==> src/rtl/regfile_param.sv <==
// Parameterized register file: CLEAR-sweep/RUN FSM, combinational read ports, hardwired zero register.
// Optional same-cycle write-to-read forwarding under macro RF_BYPASS_EN.

module regfile_param_rdport #(
  parameter int DATA_W   = 64,
  parameter int ADDR_W   = 5,
  parameter int ZERO_REG = 31
) (
  input  logic              ready,
  input  logic [ADDR_W-1:0] raddr,
  input  logic [DATA_W-1:0] rword,
  output logic [DATA_W-1:0] rdata
);
  localparam logic [ADDR_W-1:0] ZR = ADDR_W'(ZERO_REG);

  always_comb begin
    rdata = '0;
    if (ready && (raddr != ZR)) rdata = rword;
  end
endmodule

module regfile_param #(
  parameter int DATA_W   = 64,
  parameter int ADDR_W   = 5,
  parameter int ZERO_REG = 31
) (
  input  logic              clk,
  input  logic              rst_n,
  input  logic              clr,
  input  logic [ADDR_W-1:0] Rn,
  input  logic [ADDR_W-1:0] Rm,
  input  logic [ADDR_W-1:0] Rd,
  input  logic              RegWr,
  input  logic [DATA_W-1:0] data,
  output logic [DATA_W-1:0] out1,
  output logic [DATA_W-1:0] out2,
  output logic              ready
);
  localparam int              DEPTH  = 2**ADDR_W;
  localparam int              NUM_RD = 2;
  localparam logic [ADDR_W-1:0] ZR   = ADDR_W'(ZERO_REG);

  typedef enum logic {CLEAR, RUN} state_e;

  state_e              state_q, state_d;
  logic [ADDR_W-1:0]   cnt_q, cnt_d;
  logic                ready_q, ready_d;
  logic [DATA_W-1:0]   mem_q [DEPTH];

  logic                mem_we;
  logic [ADDR_W-1:0]   mem_waddr;
  logic [DATA_W-1:0]   mem_wdata;
  logic                wr_fire;

  logic [NUM_RD-1:0][ADDR_W-1:0] raddr;
  logic [NUM_RD-1:0][DATA_W-1:0] rword;
  logic [NUM_RD-1:0][DATA_W-1:0] rdata;

  always_comb begin
    state_d = state_q;
    cnt_d   = cnt_q;
    case (state_q)
      CLEAR: begin
        // cnt wraps to 0 on the same edge that enters RUN
        cnt_d = cnt_q + 1'b1;
        if (cnt_q == '1) state_d = RUN;
      end
      RUN: begin
        if (clr) begin
          state_d = CLEAR;
          cnt_d   = '0;
        end
      end
      default: state_d = CLEAR;
    endcase
    ready_d = (state_d == RUN);
  end

  always_ff @(posedge clk or negedge rst_n) begin
    if (!rst_n) begin
      state_q <= CLEAR;
      cnt_q   <= '0;
      ready_q <= 1'b0;
    end else begin
      state_q <= state_d;
      cnt_q   <= cnt_d;
      ready_q <= ready_d;
    end
  end

  assign ready   = ready_q;
  assign wr_fire = ready_q && RegWr && !clr && (Rd != ZR);

  always_comb begin
    mem_we    = wr_fire;
    mem_waddr = Rd;
    mem_wdata = data;
    if (state_q == CLEAR) begin
      mem_we    = 1'b1;
      mem_waddr = cnt_q;
      mem_wdata = '0;
    end
  end

  // Storage has no reset; the CLEAR sweep zeroes it
  always_ff @(posedge clk) begin
    if (mem_we) mem_q[mem_waddr] <= mem_wdata;
  end

  assign raddr = {Rm, Rn};

  for (genvar i = 0; i < NUM_RD; i++) begin : g_rd
`ifdef RF_BYPASS_EN
    assign rword[i] = (wr_fire && (raddr[i] == Rd)) ? data : mem_q[raddr[i]];
`else
    assign rword[i] = mem_q[raddr[i]];
`endif
    regfile_param_rdport #(
      .DATA_W  (DATA_W),
      .ADDR_W  (ADDR_W),
      .ZERO_REG(ZERO_REG)
    ) u_rd (
      .ready(ready_q),
      .raddr(raddr[i]),
      .rword(rword[i]),
      .rdata(rdata[i])
    );
  end

  assign out1 = rdata[0];
  assign out2 = rdata[1];
endmodule

==> config.mk <==
export PLATFORM = sky130hd
export DESIGN_NAME = regfile_param
export DESIGN_NICKNAME = d
export VERILOG_FILES = /design/src/rtl/regfile_param.sv
export SDC_FILE = /design/constraint.sdc
export NUM_CORES = 2
export LEC_CHECK = 0
export CAP_MARGIN = 20
export CORE_MARGIN = 8
export CORE_UTILIZATION = 62
export DETAILED_ROUTE_END_ITERATION = 16
export PLACE_DENSITY = 0.8
export SYNTH_ARGS = -nofsm -noshare
export SYNTH_HDL_FRONTEND = slang
export SYNTH_SLANG_ARGS = --single-unit
==> constraint.sdc <==
create_clock -name clk -period 5.82 [get_ports clk]
set_clock_uncertainty 0.1 [all_clocks]
set_input_delay 1.164 -clock clk [delete_from_list [all_inputs] [get_ports clk]]
set_output_delay 1.164 -clock clk [all_outputs]
set_load 0.005 [all_outputs]
# Yosys cells after proc, flatten, opt, wreduce, memory -nomap -nowiden
# Memory sizes are Yosys's and may differ from the RTL's.
# Cells that the tools add are included.
# W data, S select, Z words.
# classes
n_reduce_logical	6
add_sub_neg	1
eq_ne	5
n_mux	12
n_bitwise	1
# op_table
op	count
$mux W64	3
$ne A5 B5 Y1 const B	3
$mux W5	2
$pmux W5 S2	1
$add A5 B1 Y5 const B	1
$eq A5 B5 Y1 const B	1
$logic_and A1 B1 Y1	5
$mux W1	5
$ne A2 B2 Y1 const B	1
$pmux W1 S2	1
$logic_not A1 Y1	1
$not A1 Y1	1
# totals
regBits	6
inputBits	83
n_memories	1
ramBits	2048
word_cells	28
# memory_table
memory	words	word_bits	rd	rd_ports_with_merged_regs	write_ports	line_no	text
mem_q	32	64	2	0	1	48	logic [DATA_W-1:0] mem_q [DEPTH];

# Longest topological paths before layout
# depth
word_depth	6
mapped_depth	9
mapped_depth_nobuf	5

# Modules after synthesis
# A second synthesis with hierarchy kept.
# hier_totals
hier_cells	4700
area_unflattened_um2	97084.4
# modules_own_cells
module	cells_per_inst	n_inst	area_each_um2	seq_area_each_um2
regfile_param	4400	1	95069.9	61649.1
regfile_param_rdport	150	2	1007.2	0.0

# Worst setup path after synthesis
# OpenSTA, ideal clock, no wires.
# synth_path
kind	input -> register
start	input Rd[4]
end	memory mem_q[11][0], enable pin
stages	4
slack_ns	0.666
path_buffers	0
t_arrival_ns	4.568
path_cell_list	and4_1 > o32ai_1 > nand2_1 > nor2_1
# synth_between
elab_chain_cells	5
elab_cells_between_ends	6
classes_between	eq/ne (1); mux (4); reduce/logical (1)
# synth_lines
item	line_no	text
start, declared	32	input logic [ADDR_W-1:0] Rd,
$ne A5 B5 Y1	92	assign wr_fire = ready_q && RegWr && !clr && (Rd != ZR);
$logic_and A1 B1 Y1	92	
$mux W1	98	if (state_q == CLEAR) begin
$mux W1	107	if (mem_we) mem_q[mem_waddr] <= mem_wdata;
$mux W1 (not written as such)	107	
end, declared	48	
# Parallel ways exist; a longest one is shown, timed or not.

# Worst setup path after layout
# layout_path
start	input Rn[3]
end	output out1[7]
# layout_between
elab_chain_cells	3
elab_cells_between_ends	4
classes_between	eq/ne (1); mux (1); reduce/logical (1); memory (1)
# layout_lines
item	line_no	text
start, declared	30	input logic [ADDR_W-1:0] Rn,
branches (longest 2 deep; another with $mem_v2 Z32 W64)	n/a	
$mux W64 (*)	18	if (ready && (raddr != ZR)) rdata = rword;
end, declared	35	output logic [DATA_W-1:0] out1,
# Mark *: on every way between the ends.

==> results_dict.tcl <==
set metrics [dict create \
    drtIter0Drc 9163 \
    worstReg2RegEnd "mem_q[7][33]" \
    start_kind "input port" \
    powerDensity_nw_per_um2 368 \
    final_max_slew_viol_count 0 \
    fin_ws_ps -38.0 \
    post_cts_buffers 0 \
    synth_nets 4960 \
    clock-sinks 2054 \
    synthTopCellsByArea "edfxtp_1 65%, mux4_2 18%, mux2i_1 5.6%" \
    place_ws_ps 111 \
    ff2ff_setup_slack_ps 1500 \
    firstDrtPassIters 6 \
    clk_path_buf_depth 3 \
    finalSetupViolCount 1 \
    route.detailed.drc 0 \
    clockPowerShare_pct 32.8 \
    clk_pin_slew_ps 60 \
    r2r-start "ready" \
    final_cells 7384 \
    p_sw_mw 11.1 \
    die_width_um 407 \
    vias_per_cell 7.95 \
    pwr-share-comb_pct 18.0 \
    worst_skew_pair.late_latency_ps 820 \
    p_leak_nw 35.2 \
    drive_above_1_share_pct 27.8 \
    finalSetupTns_ps -38.0 \
    fin_crit_ps 5860 \
    max-cap-violations 0 \
    worst_ep_arrival_time_ps 4590 \
    power_mw 39.6 \
    crit_buf_inv 5 \
    cts_resized 0 \
    gp_congestion 0.854 \
    intPower_mw 28.5 \
    netlist.area_leader.share_pct 64.9 \
    vias 58739 \
    grt_pass1_wl_um 419000 \
    worstPathCellList "clkdlybuf4s50_1, buf_4, nor2b_4, buf_12, a2111oi_1, buf_4, a211oi_1, clkdlybuf4s50_1" \
    route.antenna.remaining_nets 0 \
    synth_top_area_cell "edfxtp_1" \
    status "finished with violations" \
    crit_path_max_fanout 63 \
    worstRegToRegCells 6 \
    drt-total-wl_um 294000 \
    grt_pass1_vias 59876 \
    required_ps 4560 \
    initial_core_util_pct 62.4 \
    hpwlAfterDp_um 160000 \
    ys_types 47 \
    grt_max_degree 71 \
    yosys_warnings 0 \
    cpMaxStageDelayCell "clkdlybuf4s50_1" \
    synth_edf_count 2048 \
    rsz0062_at_grt "no" \
    cts_buffers 201 \
    overflow 0 \
    hp-class "in2async" \
    synth_seq_cells 2054 \
    timing.fmax_ghz 0.171 \
    floorplan.rows 143 \
    io_buffers 211 \
    synth_ff_type "edfxtp_1" \
    cts_hold_buf 0 \
    cts_tree "yes" \
    yosysMostFrequentCell "edfxtp_1" \
    failed_checks "negative setup slack" \
    ios 212 \
    sw_frac_of_total_pct 28.1 \
    track_usage_pct 35.3 \
    antenna_found_initial 8 \
    yosysSeqAreaShare_pct 65.0 \
    ir_worst_vdd_mv 0.316 \
    cpPeakStageDelay_ps 820 \
    end_kind "output pin" \
    wl_per_cell_um 39.8 \
    cpLargestDelayFamily "buffers and inverters" \
    core_area_um2 152000 \
    nets 5262 \
    utilization_pct 70.8 \
    synthArstFlopShare_pct 0.292 \
    cts_root_buf "clkbuf_16" \
    critPathKind "in2out" \
    area_delta_synth_final_pct 13.5 \
    syn_area_um2 94800 \
    hold_viol 0 \
    syn_area_per_cell_um2 19.5 \
    synth_commonest_cells "2048 x edfxtp_1, 768 x mux4_2, 531 x mux2i_1" \
    fillCellCount 8757 \
    slew_headroom_pct 24.1 \
    die_area_um2 166000 \
    htree_num_levels 4 \
    tightest_slew_ps 1140 \
    period_share_pct 101 \
    die_h_um 407 \
    power_frac_seq_pct 49.2 \
    dp_cells 7001 \
    synthCells 4875 \
]
power groups by stage:
stage | sequential [mW] | clock (mW) | combinational [mW]
after detailed placement | 19.7 | 0 | 6.87
after CTS | 19.4 | 13.0 | 6.91
after floorplan | 19.6 | 0 | 3.77
after global routing | 19.6 | 13.6 | 7.22
final | 19.5 | 13.0 | 7.12
after global placement | 19.5 | 0 | 6.77
layout make-up:
cell class,count,area (µm²),area share (%)
flip-flops and latches,2054,61700,57.3
multi-input cells,2388,31100,28.9
repair buffers,522,5700,5.30
clock buffers,228,5130,4.77
well taps,2030,2540,2.36
clock inverters,140,1440,1.33
inverters,10,40.0,0.0372
diodes,12,30.0,0.0279
registers in the layout, summed over array words and instances (netlist names):
signal,count
mem_q,2048
cnt_q,5
ready,1
layout by cell type, fill, tap and decap left out, types with 5 or more instances in the layout:
master	Yosys	routed
o221ai_1	98	98
clkbuf_1	174	27
clkinv_2	0	38
buf_4	78	214
clkdlybuf4s50_1	0	202
inv_1	9	8
nand2_1	32	32
mux4_2	768	768
buf_8	3	5
o21a_1	16	16
a211oi_1	95	95
a2111oi_1	36	36
clkinv_1	0	59
mux2i_1	531	531
o22ai_1	100	100
nor2_4	1	36
buf_12	1	94
diode_2	0	12
bufinv_16	0	22
clkbuf_16	0	203
a22oi_1	128	128
clkinvlp_4	0	6
o21ai_0	12	12
mux2_2	35	35
a21oi_1	117	117
a2111oi_0	19	19
edfxtp_1	2048	2048
and2_1	65	64
a32oi_1	14	14
a22o_1	79	79
dfrtp_1	6	5
clkinv_16	0	6
o211ai_1	14	14
a2111oi_2	24	24
a221oi_1	94	94
o21ai_1	39	38
how the worst max path moves through the flow:
stage / start / endpoint / cells past startpoint
after global routing: Rn[3] / out1[46] / 9
after detailed placement: Rn[3] / out1[55] / 9
final: Rn[3] / out1[7] / 8
after floorplan: Rd[4] / mem_q[11][0] / 4
after CTS: Rn[3] / out1[55] / 9
after global placement: Rn[3] / out1[55] / 9
cell families (layout without fill, tap and decap cells):
| family | count (synthesis) | count (layout) | synth area share [%] |
|---|---|---|---|
| buf+inv | 433 | 900 | 2.60 |
| flops | 2054 | 2054 | 65.0 |
| other cells | 0 | 12 | 0 |
| fa+ha+maj | 2 | 2 | 0.0264 |
| xor+xnor | 2 | 2 | 0.0185 |
| simple gates | 155 | 155 | 0.851 |
| mux | 1334 | 1334 | 24.3 |
| compound gates | 895 | 895 | 7.23 |
stage by stage:
| step | instance area [µm²] | hold WS [ps] |
|---|---|---|
| floorplan | 94800 | 415 |
| global placement | 101000 | 458 |
| detailed placement | 101000 | 488 |
| CTS | 107000 | 442 |
| global route | 108000 | 496 |
| finish | 108000 | 495 |
layer usage:
metal	global-route usage, %	part of all wire [%]	up-vias
met5	0	0.015	-
met2	53.8	45	5659
met3	10.2	16	1326
met4	18.6	6.6	6
met1	46.6	32	29738
li1	-	-	22010
No activity file was read; power rests on OpenSTA's default activity.
